**src/rtl/reflet_power_pkg.sv**
```systemverilog
// reflet_power_pkg
//   Shared definitions for the Reflet power controller: FSM state encoding,
//   register index constants and CTRL/CAUSE bit positions.
//   Optional feature macro: REFLET_POWER_TIMEOUT_EN (see reflet_power_ctrl).
package reflet_power_pkg;

    typedef enum logic [1:0] {
        RUN   = 2'd0,
        SLEEP = 2'd1,
        WAKE  = 2'd2
    } power_state_t;

    // Register indices (addr[2:0])
    localparam logic [2:0] REG_CTRL     = 3'd0;
    localparam logic [2:0] REG_MASK     = 3'd1;
    localparam logic [2:0] REG_CAUSE    = 3'd2;
    localparam logic [2:0] REG_KEEP     = 3'd3;
    localparam logic [2:0] REG_TIMEOUT0 = 3'd4;

    // CTRL / CAUSE bit positions
    localparam int CTRL_SLEEP_BIT    = 0;
    localparam int CTRL_TO_EN_BIT    = 1;
    localparam int CTRL_ABORT_BIT    = 6;
    localparam int CAUSE_TIMEOUT_BIT = 7;

    // Indices 4..7 all map onto the little-endian TIMEOUT bytes.
    function automatic logic is_timeout_reg(input logic [2:0] idx);
        return idx[2];
    endfunction

endpackage

```
**src/rtl/reflet_power_timeout.sv**
```systemverilog
// reflet_power_timeout
//   Sleep-duration counter: cleared on request, increments while enabled and
//   saturates at all ones. `hit` flags the cycle where the count equals
//   limit-1, so a wake event lands exactly `limit` cycles after the sleep
//   request. A limit of zero never hits.
//
// Ports:
//   clk, reset     system clock, asynchronous active-low reset
//   clear          zero the counter (takes priority over count_en)
//   count_en       increment this cycle
//   limit          programmed TIMEOUT value
//   hit            combinational compare result
module reflet_power_timeout #(
    parameter int width = 16
) (
    input  logic             clk,
    input  logic             reset,
    input  logic             clear,
    input  logic             count_en,
    input  logic [width-1:0] limit,
    output logic             hit
);

    localparam logic [width-1:0] one = width'(1);

    logic [width-1:0] count;

    // NOTE: state registers use non-blocking assignments so every flop samples
    // the pre-edge values; blocking here would create simulation races.
    always_ff @(posedge clk or negedge reset) begin
        if (!reset) begin
            count <= '0;
        end else if (clear) begin
            count <= '0;
        end else if (count_en && (count != '1)) begin
            count <= count + one;
        end
    end

    assign hit = (limit != '0) && (count == (limit - one));

endmodule

```
**src/rtl/reflet_power_ctrl.sv**
```systemverilog
// reflet_power_ctrl
//   Power controller on the Reflet byte-wide peripheral bus. Gates the CPU via
//   cpu_enable and up to eight peripheral clock domains, with per-source wake
//   masking, a fixed wake-up delay, a wake-cause register and an optional
//   wake-on-timeout counter.
//
//   Optional feature: define REFLET_POWER_TIMEOUT_EN to include the sleep
//   counter, CTRL.TO_EN, the TIMEOUT registers and CAUSE bit 7. Without it
//   those read 0, ignore writes, and only wake_src can wake the CPU.
//
// Ports:
//   clk, reset      system clock, asynchronous active-low reset
//   enable, addr    peripheral select and byte address
//   data_in         write data, write_en write strobe
//   data_out        combinational read data, 0 when not selected (OR-bus)
//   wake_src        level wake requests, synchronous to clk
//   cpu_enable      CPU clock enable
//   domain_enable   per-domain clock enables
//   sleeping        high in SLEEP and WAKE
module reflet_power_ctrl
    import reflet_power_pkg::*;
#(
    parameter int                        base_addr_size = 15,
    parameter logic [base_addr_size-1:0] base_addr      = 15'h7F10,
    parameter int                        n_sources      = 4,
    parameter int                        n_domains      = 4,
    parameter int                        timeout_width  = 16,
    parameter int                        wake_delay     = 4
) (
    input  logic                      clk,
    input  logic                      reset,
    input  logic                      enable,
    input  logic [base_addr_size-1:0] addr,
    input  logic [7:0]                data_in,
    output logic [7:0]                data_out,
    input  logic                      write_en,
    input  logic [n_sources-1:0]      wake_src,
    output logic                      cpu_enable,
    output logic [n_domains-1:0]      domain_enable,
    output logic                      sleeping
);

    localparam logic [7:0] delay_load = (wake_delay > 0) ? 8'(wake_delay - 1) : 8'd0;

    // ------------------------------------------------------------------
    // Bus decode
    // ------------------------------------------------------------------
    logic       sel;
    logic       wr;
    logic [2:0] idx;

    assign sel = enable && (addr[base_addr_size-1:3] == base_addr[base_addr_size-1:3]);
    assign idx = addr[2:0];
    assign wr  = sel && write_en;

    // ------------------------------------------------------------------
    // Registers and state
    // ------------------------------------------------------------------
    power_state_t         state, state_n;
    logic [7:0]           delay_cnt, delay_n;
    logic [n_sources-1:0] mask;
    logic [n_domains-1:0] keep;
    logic [n_sources-1:0] cause_src;
    logic                 cause_to;
    logic                 abort;
    logic                 to_en;
    logic [31:0]          timeout;   // bytes above timeout_width stay zero
    logic                 to_hit;

    // Wake/abort conditions
    logic [n_sources-1:0] src_pend;
    logic                 in_sleep;
    logic                 wake_pend;
    logic                 sleep_req;
    logic                 go_sleep;
    logic                 set_abort;

    assign src_pend  = wake_src & mask;
    assign in_sleep  = (state == SLEEP);
    assign wake_pend = in_sleep && ((|src_pend) || to_hit);
    assign sleep_req = wr && (idx == REG_CTRL) && data_in[CTRL_SLEEP_BIT];
    // A masked source already active when sleep is requested aborts the sleep.
    assign go_sleep  = (state == RUN) && sleep_req && !(|src_pend);
    assign set_abort = (state == RUN) && sleep_req &&  (|src_pend);

`ifdef REFLET_POWER_TIMEOUT_EN
    logic cnt_hit;

    reflet_power_timeout #(
        .width (timeout_width)
    ) u_timeout (
        .clk      (clk),
        .reset    (reset),
        .clear    (go_sleep),
        .count_en (in_sleep),
        .limit    (timeout[timeout_width-1:0]),
        .hit      (cnt_hit)
    );

    assign to_hit = to_en && cnt_hit && in_sleep;
`else
    assign to_hit = 1'b0;
`endif

    // ------------------------------------------------------------------
    // FSM
    // ------------------------------------------------------------------
    always_ff @(posedge clk or negedge reset) begin
        if (!reset) begin
            state     <= RUN;
            delay_cnt <= '0;
        end else begin
            state     <= state_n;
            delay_cnt <= delay_n;
        end
    end

    // NOTE: every output of this block gets a default first so no path leaves
    // a signal unassigned, which would otherwise infer a latch.
    always_comb begin
        state_n       = state;
        delay_n       = delay_cnt;
        cpu_enable    = 1'b1;
        domain_enable = '1;
        sleeping      = 1'b0;
        case (state)
            RUN: begin
                if (go_sleep) state_n = SLEEP;
            end
            SLEEP: begin
                cpu_enable    = 1'b0;
                domain_enable = keep;
                sleeping      = 1'b1;
                if (wake_pend) begin
                    if (wake_delay == 0) begin
                        state_n = RUN;
                    end else begin
                        state_n = WAKE;
                        delay_n = delay_load;
                    end
                end
            end
            WAKE: begin
                // Domains are already back on; the CPU waits out the delay.
                cpu_enable = 1'b0;
                sleeping   = 1'b1;
                if (delay_cnt == 8'd0) state_n = RUN;
                else                   delay_n = delay_cnt - 8'd1;
            end
            default: state_n = RUN;
        endcase
    end

    // ------------------------------------------------------------------
    // Bus-visible registers
    // ------------------------------------------------------------------
    logic                 clr_abort;
    logic [n_sources-1:0] clr_src;
    logic                 clr_to;
    logic [n_sources-1:0] set_src;

    assign clr_abort = wr && (idx == REG_CTRL)  && data_in[CTRL_ABORT_BIT];
    assign clr_src   = (wr && (idx == REG_CAUSE)) ? data_in[n_sources-1:0] : '0;
    assign clr_to    = wr && (idx == REG_CAUSE) && data_in[CAUSE_TIMEOUT_BIT];
    assign set_src   = wake_pend ? src_pend : '0;

    always_ff @(posedge clk or negedge reset) begin
        if (!reset) begin
            mask      <= '0;
            keep      <= '0;
            cause_src <= '0;
            cause_to  <= 1'b0;
            abort     <= 1'b0;
        end else begin
            if (wr && (idx == REG_MASK)) mask <= data_in[n_sources-1:0];
            if (wr && (idx == REG_KEEP)) keep <= data_in[n_domains-1:0];
            // Sticky flags: a same-cycle set beats the write-1-clear.
            cause_src <= (cause_src & ~clr_src) | set_src;
            cause_to  <= (cause_to & ~clr_to) | (wake_pend && to_hit);
            abort     <= (abort & ~clr_abort) | set_abort;
        end
    end

`ifdef REFLET_POWER_TIMEOUT_EN
    always_ff @(posedge clk or negedge reset) begin
        if (!reset) begin
            to_en   <= 1'b0;
            timeout <= '0;
        end else begin
            if (wr && (idx == REG_CTRL)) to_en <= data_in[CTRL_TO_EN_BIT];
            for (int b = 0; b < 4; b++) begin
                if (wr && is_timeout_reg(idx) && (idx[1:0] == 2'(b)) && (b < timeout_width / 8))
                    timeout[b*8 +: 8] <= data_in;
            end
        end
    end
`else
    assign to_en   = 1'b0;
    assign timeout = '0;
`endif

    // ------------------------------------------------------------------
    // Read mux (combinational, zero when not selected)
    // ------------------------------------------------------------------
    always_comb begin
        data_out = 8'h00;
        if (sel) begin
            case (idx)
                REG_CTRL: begin
                    data_out[CTRL_ABORT_BIT] = abort;
                    data_out[CTRL_TO_EN_BIT] = to_en;
                end
                REG_MASK:  data_out = 8'(mask);
                REG_CAUSE: begin
                    data_out                    = 8'(cause_src);
                    data_out[CAUSE_TIMEOUT_BIT] = cause_to;
                end
                REG_KEEP:  data_out = 8'(keep);
                default:   data_out = timeout[{idx[1:0], 3'b000} +: 8];
            endcase
        end
    end

    // Not every data_in bit lands in a register for every parameter set.
    logic unused_data;
    assign unused_data = ^data_in;

endmodule

```
**config.mk**
```make
export PLATFORM = sky130hd
export DESIGN_NAME = reflet_power_ctrl
export DESIGN_NICKNAME = d
export VERILOG_FILES = /design/src/rtl/reflet_power_pkg.sv /design/src/rtl/reflet_power_timeout.sv /design/src/rtl/reflet_power_ctrl.sv
export SDC_FILE = /design/constraint.sdc
export NUM_CORES = 1
export LEC_CHECK = 0
export CORE_MARGIN = 1
export CORE_UTILIZATION = 30
export CTS_CLUSTER_DIAMETER = 50
export DETAILED_ROUTE_END_ITERATION = 8
export PLACE_DENSITY_LB_ADDON = 0.1
export SYNTH_ARGS = -nofsm -noshare
export SYNTH_HDL_FRONTEND = slang
export SYNTH_HIERARCHICAL = 1
export SYNTH_SLANG_ARGS = --single-unit
```
**constraint.sdc**
```tcl
create_clock -name clk -period 2.75 [get_ports clk]
set_input_delay 0.4125 -clock clk [delete_from_list [all_inputs] [get_ports clk]]
set_output_delay 0.4125 -clock clk [all_outputs]
set_load 0.01 [all_outputs]
```
==> results of run 1 <==
## power by group through the flow
| stage | logic [mW] | registers [mW] | clock network, mW |
|---|---|---|---|
| 4_1_cts | 0.0733 | 0.353 | 0.259 |
| 3_5_place_dp | 0.0731 | 0.360 | 0 |
| 6_report | 0.0725 | 0.353 | 0.242 |
| 5_1_grt | 0.0790 | 0.353 | 0.273 |
| 2_1_floorplan | 0.0167 | 0.360 | 0 |
| 3_3_place_gp | 0.0721 | 0.360 | 0 |
## final cells by class
type / count / share of cell area [%]
Multi-Input combinational cell: 113 / 40.8
Sequential cell: 24 / 28.1
Tap cell: 67 / 3.93
Clock buffer: 4 / 2.58
Inverter: 7 / 1.23
Timing Repair Buffer: 55 / 23.3
## registers in the layout, summed over array words and instances (netlist names)
| register | count |
|---|---|
| abort | 1 |
| mask | 4 |
| cause_src | 4 |
| keep | 4 |
| state | 2 |
| cause_to | 1 |
| delay_cnt | 8 |
## stage by stage
stage	power, mW	instances	TNS (ns)
after global placement	0.432	264	-3.82
final	0.667	270	0
after global routing	0.704	270	0
after detailed placement	0.433	264	-4.27
after floorplan	0.376	153	0
after CTS	0.685	269	-0.00276
## critical path, stage by stage
cell	delay, ns
clkdlybuf4s50_1	0.40
or4b_4	0.54
or4_4	0.58
buf_6	0.16
nor2_4	0.10
buf_6	0.10
## layer usage
metal | vias to the layer above | GRT usage (%)
met2 | 46 | 26.7
met5 | - | 0
met3 | 9 | 3.18
li1 | 676 | -
met1 | 654 | 20.0
met4 | 0 | 6.75
## path summary, 6_finish.rpt
path	cells past startpoint	endpoint	from	slack, ns
setup / recovery	6	data_out[1]	addr[5]	0.05
hold / removal	1	abort$_DFF_PN0_	abort$_DFF_PN0_	0.49
setup reg to reg	6	delay_cnt[5]$_DFFE_PN0P_	state[0]$_DFFE_PN0P_	0.73
hold reg to reg	1	abort$_DFF_PN0_	abort$_DFF_PN0_	0.49
max in group asynchronous	2	mask[1]$_DFFE_PN0P_	reset	1.99
min in group asynchronous	2	delay_cnt[1]$_DFFE_PN0P_	reset	0.50
## Yosys cell counts (4+ instances only)
| cell | count |
|---|---|
| mux2_2 | 12 |
| nand4_1 | 7 |
| and3_1 | 4 |
| o21ai_0 | 5 |
| a32o_1 | 4 |
| dfrtp_1 | 24 |
| a22oi_1 | 6 |
| nand3_1 | 4 |
| or4_1 | 4 |
| nand2_1 | 7 |
| ha_1 | 6 |
| inv_1 | 7 |
| nand2b_1 | 8 |
| clkbuf_1 | 5 |
| nor2_1 | 9 |
## cells by family after synthesis
kind of cell,after synthesis
simple gates,59
compound gates,31
flops,24
buf+inv,16
mux,15
fa+ha+maj,6
other cells,1
## timing repair
action,in CTS,in global routing
pin swaps,1,3
endpoints found under the hold margin,0,0
gates resized for setup,12,12
endpoints found under the setup margin,6,14
setup buffers,1,1
hold buffers,0,0
==> metrics.md, run 1 <==
| Metric | Value |
|---|---|
| Util after Layout | `44.6%` |
| Hold_ws | `0.492 ns` |
| Xor/xnor cell area share of the yosys netlist | `0%` |
| Top cells by area, synth | `dfrtp_1 40%, mux2_2 8.9%, ha_1 4.9%` |
| Layout cells sized above 1 | `21.2%` |
| Synth Area in Simple Gates | `approximately a quarter` |
| RSZ-0062 raised after global routing | `false` |
| # fillers | `474` |
| Die H | `73.2 microns` |
| Design area | `2130 sq um` |
| DRT Pass-1 Iters | `4` |
| Critical Path AT | `2.29 ns` |
| DRC violations left | `0` |
| Static Leakage | `0.890 nW` |
| Met2 routed WL | `1860 microns` |
| Root Buffer | `clkbuf_8` |
| Synthesized instance count | `152` |
| IO Count | `45` |
| YS warnings | `6` |
| Fin nets | `241` |
| CP Launch Type | `primary input` |
| Post-Route WL | `3810 microns` |
| Sw power | `~0.14 mW` |
| First-pass GRT wire length | `6470 microns` |
| Vias in the first global route | `1408` |
| Met3 routed WL | `167 microns` |
| Final Hold Viols | `0` |
| Most common cell after layout, fill and taps aside | `clkdlybuf4s50_1` |
| Logic pwr share | `10.9%` |
| Seq pwr share | `a little over half` |
| Fraction of synthesized area in multiplexers | `10.9%` |
| Layout area overhead | `40.4%` |
| Final setup vio count | `0` |
| Reg clk slew, reported paths | `around 0.08 ns` |
| Grt ovf | `0` |
| Outcome | `finished clean` |
| Seq/Total Area, Yosys | `between 30% and 40%` |
| Post-synth top area share | `39.5%` |
| Syn avg cell area | `roughly 10 sq um` |
| Routed length per placed instance | `14.1 microns` |
| Multi-input gate area | `slightly below 900 sq um` |
| Vias per inst | `between 5 and 6` |
| Clock group share of total power | `approximately 36%` |
| Switch share | `21.5%` |
| DR iter-0 viols | `between 40 and 50` |
| Final worst path period need | `2.70 ns` |
| Worst slew margin | `67.3%` |
| Total GRT Usage | `16.0%` |
| Synth Area in Compound Gates | `15.6%` |
| Initial cell density of the core | `31.8%` |
| Inserted Diodes | `0` |
| Clock Latency Late Sink | `0.26 ns` |
| CTS sink cnt | `24` |
| Synth async-reset ratio | `100%` |
| Setup CP Type | `in2out` |
| Worst VDD drop | `0.000188 V` |
| Skew final | `0.00502 ns` |
| CTS tree | `yes` |
| PwrDens | `312 nW/um^2` |
| DP Worst Slack | `-0.398 ns` |
| Final ANT Viol Nets | `0` |
| Synth area leader | `dfrtp_1` |
| Core Footprint | `4790 sq um` |
| Synth Area in Adders | `4.94%` |
| Pint | `0.524 mW` |
| Synth Register Bits | `24` |
| Max layer used | `met4` |
| PnR worst setup slack | `0.0463 ns` |
| Vias | `roughly 1400` |
| Hold Crit Class | `reg2reg` |
| Initial antenna violation count | `0` |
| DP Area | `2060 sq um` |
| Mapped Area | `~1500 sq um` |
| FF+latch area | `about 600 sq um` |
| DP Wirelength | `2840 microns` |
| Type of destination of the critical path | `output port` |
| Tcrit/Tclk final | `98.3%` |
| Port bufs | `40` |
| H-tree levels | `1` |
| Post-synth cell types | `44` |
| Top FF cell, synth | `dfrtp_1` |
| Maximum clock frequency | `370 MHz` |
| Post-synth EDFFs | `0` |
| Main combinational cell family by area after synthesis | `simple AND/OR/NAND/NOR gates` |
| Wl on met1 | `1690 microns` |
| Row Count | `25` |
| Routability cong. | `0.804` |
| Maximum buffer depth of the clock tree | `2` |
| CP Data Required Time | `2.34 ns` |
| Max cap viols | `0` |
| Most frequent cells in the layout | `34 x clkdlybuf4s50_1, 24 x dfrtp_1, 14 x buf_4` |
| Num CTS Buffers | `3` |
| DIE WIDTH | `73.2 microns` |
| CP Max Fanout | `4` |
| Fin. max-slew vios | `0` |
| DIE AREA | `5360 sq um` |
| Slew @ Worst Pin | `0.485 ns` |
| Largest net degree at the start of global routing | `25` |
(Power assumes the default switching activity.)
==> run 2, diff against run 1 <==
- CTS_CLUSTER_SIZE: default -> 28
- clock period: 2.75 -> 2.45 ns (I/O delays scaled with it)
==> run 2 against run 1 <==
Against the previous run:
- wire length is 6.7% higher
- flip-flop and latch count stayed put
- worst hold slack got worse by 0.048 ns
- clock skew down 0.0020 ns
- highest routed layer unchanged
==> metrics.md, run 2 (synthesis gave the netlist of run 1 again) <==
| Metric | Value |
|---|---|
| Post-Route WL | `between 4000 and 5000 microns` |
| Row Count | `25` |
| Static Leakage | `between 0.9 and 1 nW` |
| Hold_buf cts | `0` |
| Clock Latency Late Sink | `approximately 0.27 ns` |
| PnR worst setup slack | `0.0616 ns` |
| Vias in the first global route | `1504` |
| Num CTS Buffers | `3` |
| Final std cells w/o fill | `277` |
| CTS sink cnt | `24` |
| Final total power | `roughly 0.84 mW` |
| Most common cell after layout, fill and taps aside | `clkdlybuf4s50_1` |
| CP Data Required Time | `around 2.1 ns` |
| Layout area overhead | `46.7%` |
| Final worst path period need | `2.39 ns` |
| Setup CP Type | `in2out` |
| Max cap viols | `0` |
| DRC violations left | `0` |
| IO Count | `45` |
| CTS tree | `yes` |
| Final setup vio count | `0` |
| PwrDens | `378 nW/um^2` |
| Inst Count DP | `roughly 270` |
| Total GRT Usage | `~17%` |
| Most frequent cells in the layout | `30 x clkdlybuf4s50_1, 24 x dfrtp_1, 18 x buf_4` |
| # fillers | `465` |
| Grt ovf | `0` |
| Critical Path AT | `2.02 ns` |
| Routed length per placed instance | `~15 microns` |
| Maximum buffer depth of the clock tree | `2` |
| Type of destination of the critical path | `output port` |
| Routability cong. | `roughly 0.8` |
| DR iter-0 viols | `48` |
| Final ANT Viol Nets | `0` |
| Util after Layout | `46.6%` |
| RSZ-0062 raised after global routing | `false` |
| Layout cells sized above 1 | `23.8%` |
| DP Worst Slack | `-0.662 ns` |
| Number of flip-flops under the largest register name | `8` |
| Worst R2R End | `delay_cnt[5]$_DFFE_PN0P_` |
| R2R Setup Slk | `0.43 ns` |
| Worst slew margin | `67.3%` |
| DIE WIDTH | `73.2 microns` |
| Slew @ Worst Pin | `0.485 ns` |
| Core Footprint | `4790 sq um` |
| Final Hold Viols | `0` |
| Register with the most flip-flops | `delay_cnt` |
| Vias | `1438` |
| Cell depth of the worst flop-to-flop path | `6` |
| Maximum clock frequency | `roughly 420 MHz` |
| Reg clk slew, reported paths | `0.09 ns` |
| CP Max Fanout | `3` |
| Root Buffer | `clkbuf_8` |
| Hold_ws | `0.444 ns` |
| Design area | `between 2000 and 2500 sq um` |
| Tcrit/Tclk final | `between 90% and 100%` |
| DP Wirelength | `3050 microns` |
| Vias per inst | `between 5 and 6` |
| DRT Pass-1 Iters | `4` |
| H-tree levels | `1` |
| Skew final | `0.00297 ns` |
| Die H | `73.2 microns` |
| Worst VDD drop | `0.000224 V` |
| Hold Crit Class | `in2async` |
| R2r startpoint | `state[0]$_DFFE_PN0P_` |
| Fin. max-slew vios | `0` |
| DP Area | `between 2000 and 2500 sq um` |
| First-pass GRT wire length | `6920 microns` |
| Outcome | `finished clean` |
| DIE AREA | `5360 sq um` |
| Initial cell density of the core | `31.8%` |
| Largest net degree at the start of global routing | `25` |
| Fin nets | `248` |
| Port bufs | `40` |
| Inserted Diodes | `0` |
| Setup_tns | `0 ns` |
| CP Launch Type | `primary input` |
| Initial antenna violation count | `0` |
run 2: how the worst max path moves through the flow:
stage,end,cells past startpoint,slack [ns],start
final,data_out[0],6,0.06,addr[5]
after global placement,data_out[1],5,-0.59,addr[3]
after detailed placement,data_out[1],5,-0.66,addr[3]
after global routing,data_out[0],6,0.003,addr[5]
after floorplan,mask[0]$_DFFE_PN0P_,5,0.19,addr[3]
after CTS,data_out[0],6,0.04,addr[5]
run 2: timing repair:
item                                    4_1_cts  5_1_grt
endpoints found under the setup margin       16        5
gates resized for setup                      36        0
pin swaps                                     9        2
buffers inserted                              5        0
run 2: power by group:
part	total [mW]	leakage [nW]	switching [mW]	internal [mW]
logic	0.0856	0.624	0.0347	0.0509
clock network	0.361	0.0357	0.142	0.219
registers	0.396	0.300	0.0000435	0.396
run 2: final cells by class:
class | count | area (sq um) | share of cell area (%)
clock inverters | 1 | 30.0 | 1.35
multi-input cells | 113 | 888 | 39.8
well taps | 67 | 83.8 | 3.76
flip-flops and latches | 24 | 601 | 26.9
repair buffers | 62 | 561 | 25.1
clock buffers | 3 | 41.3 | 1.85
inverters | 7 | 26.3 | 1.18
run 2: worst max-delay path, stage by stage:
cell and delay [ns]:
dlygate4sd2_1 0.23, or4b_4 0.53, or4_4 0.54, buf_6 0.14
nor2_1 0.08, buf_2 0.13
run 2: routing by layer:
metal | routed length [microns] | track usage [%]
met5 | 0 | 0
met4 | 67 | 6.97
met3 | 141 | 2.49
met2 | 2130 | 29.8
met1 | 1730 | 20.7
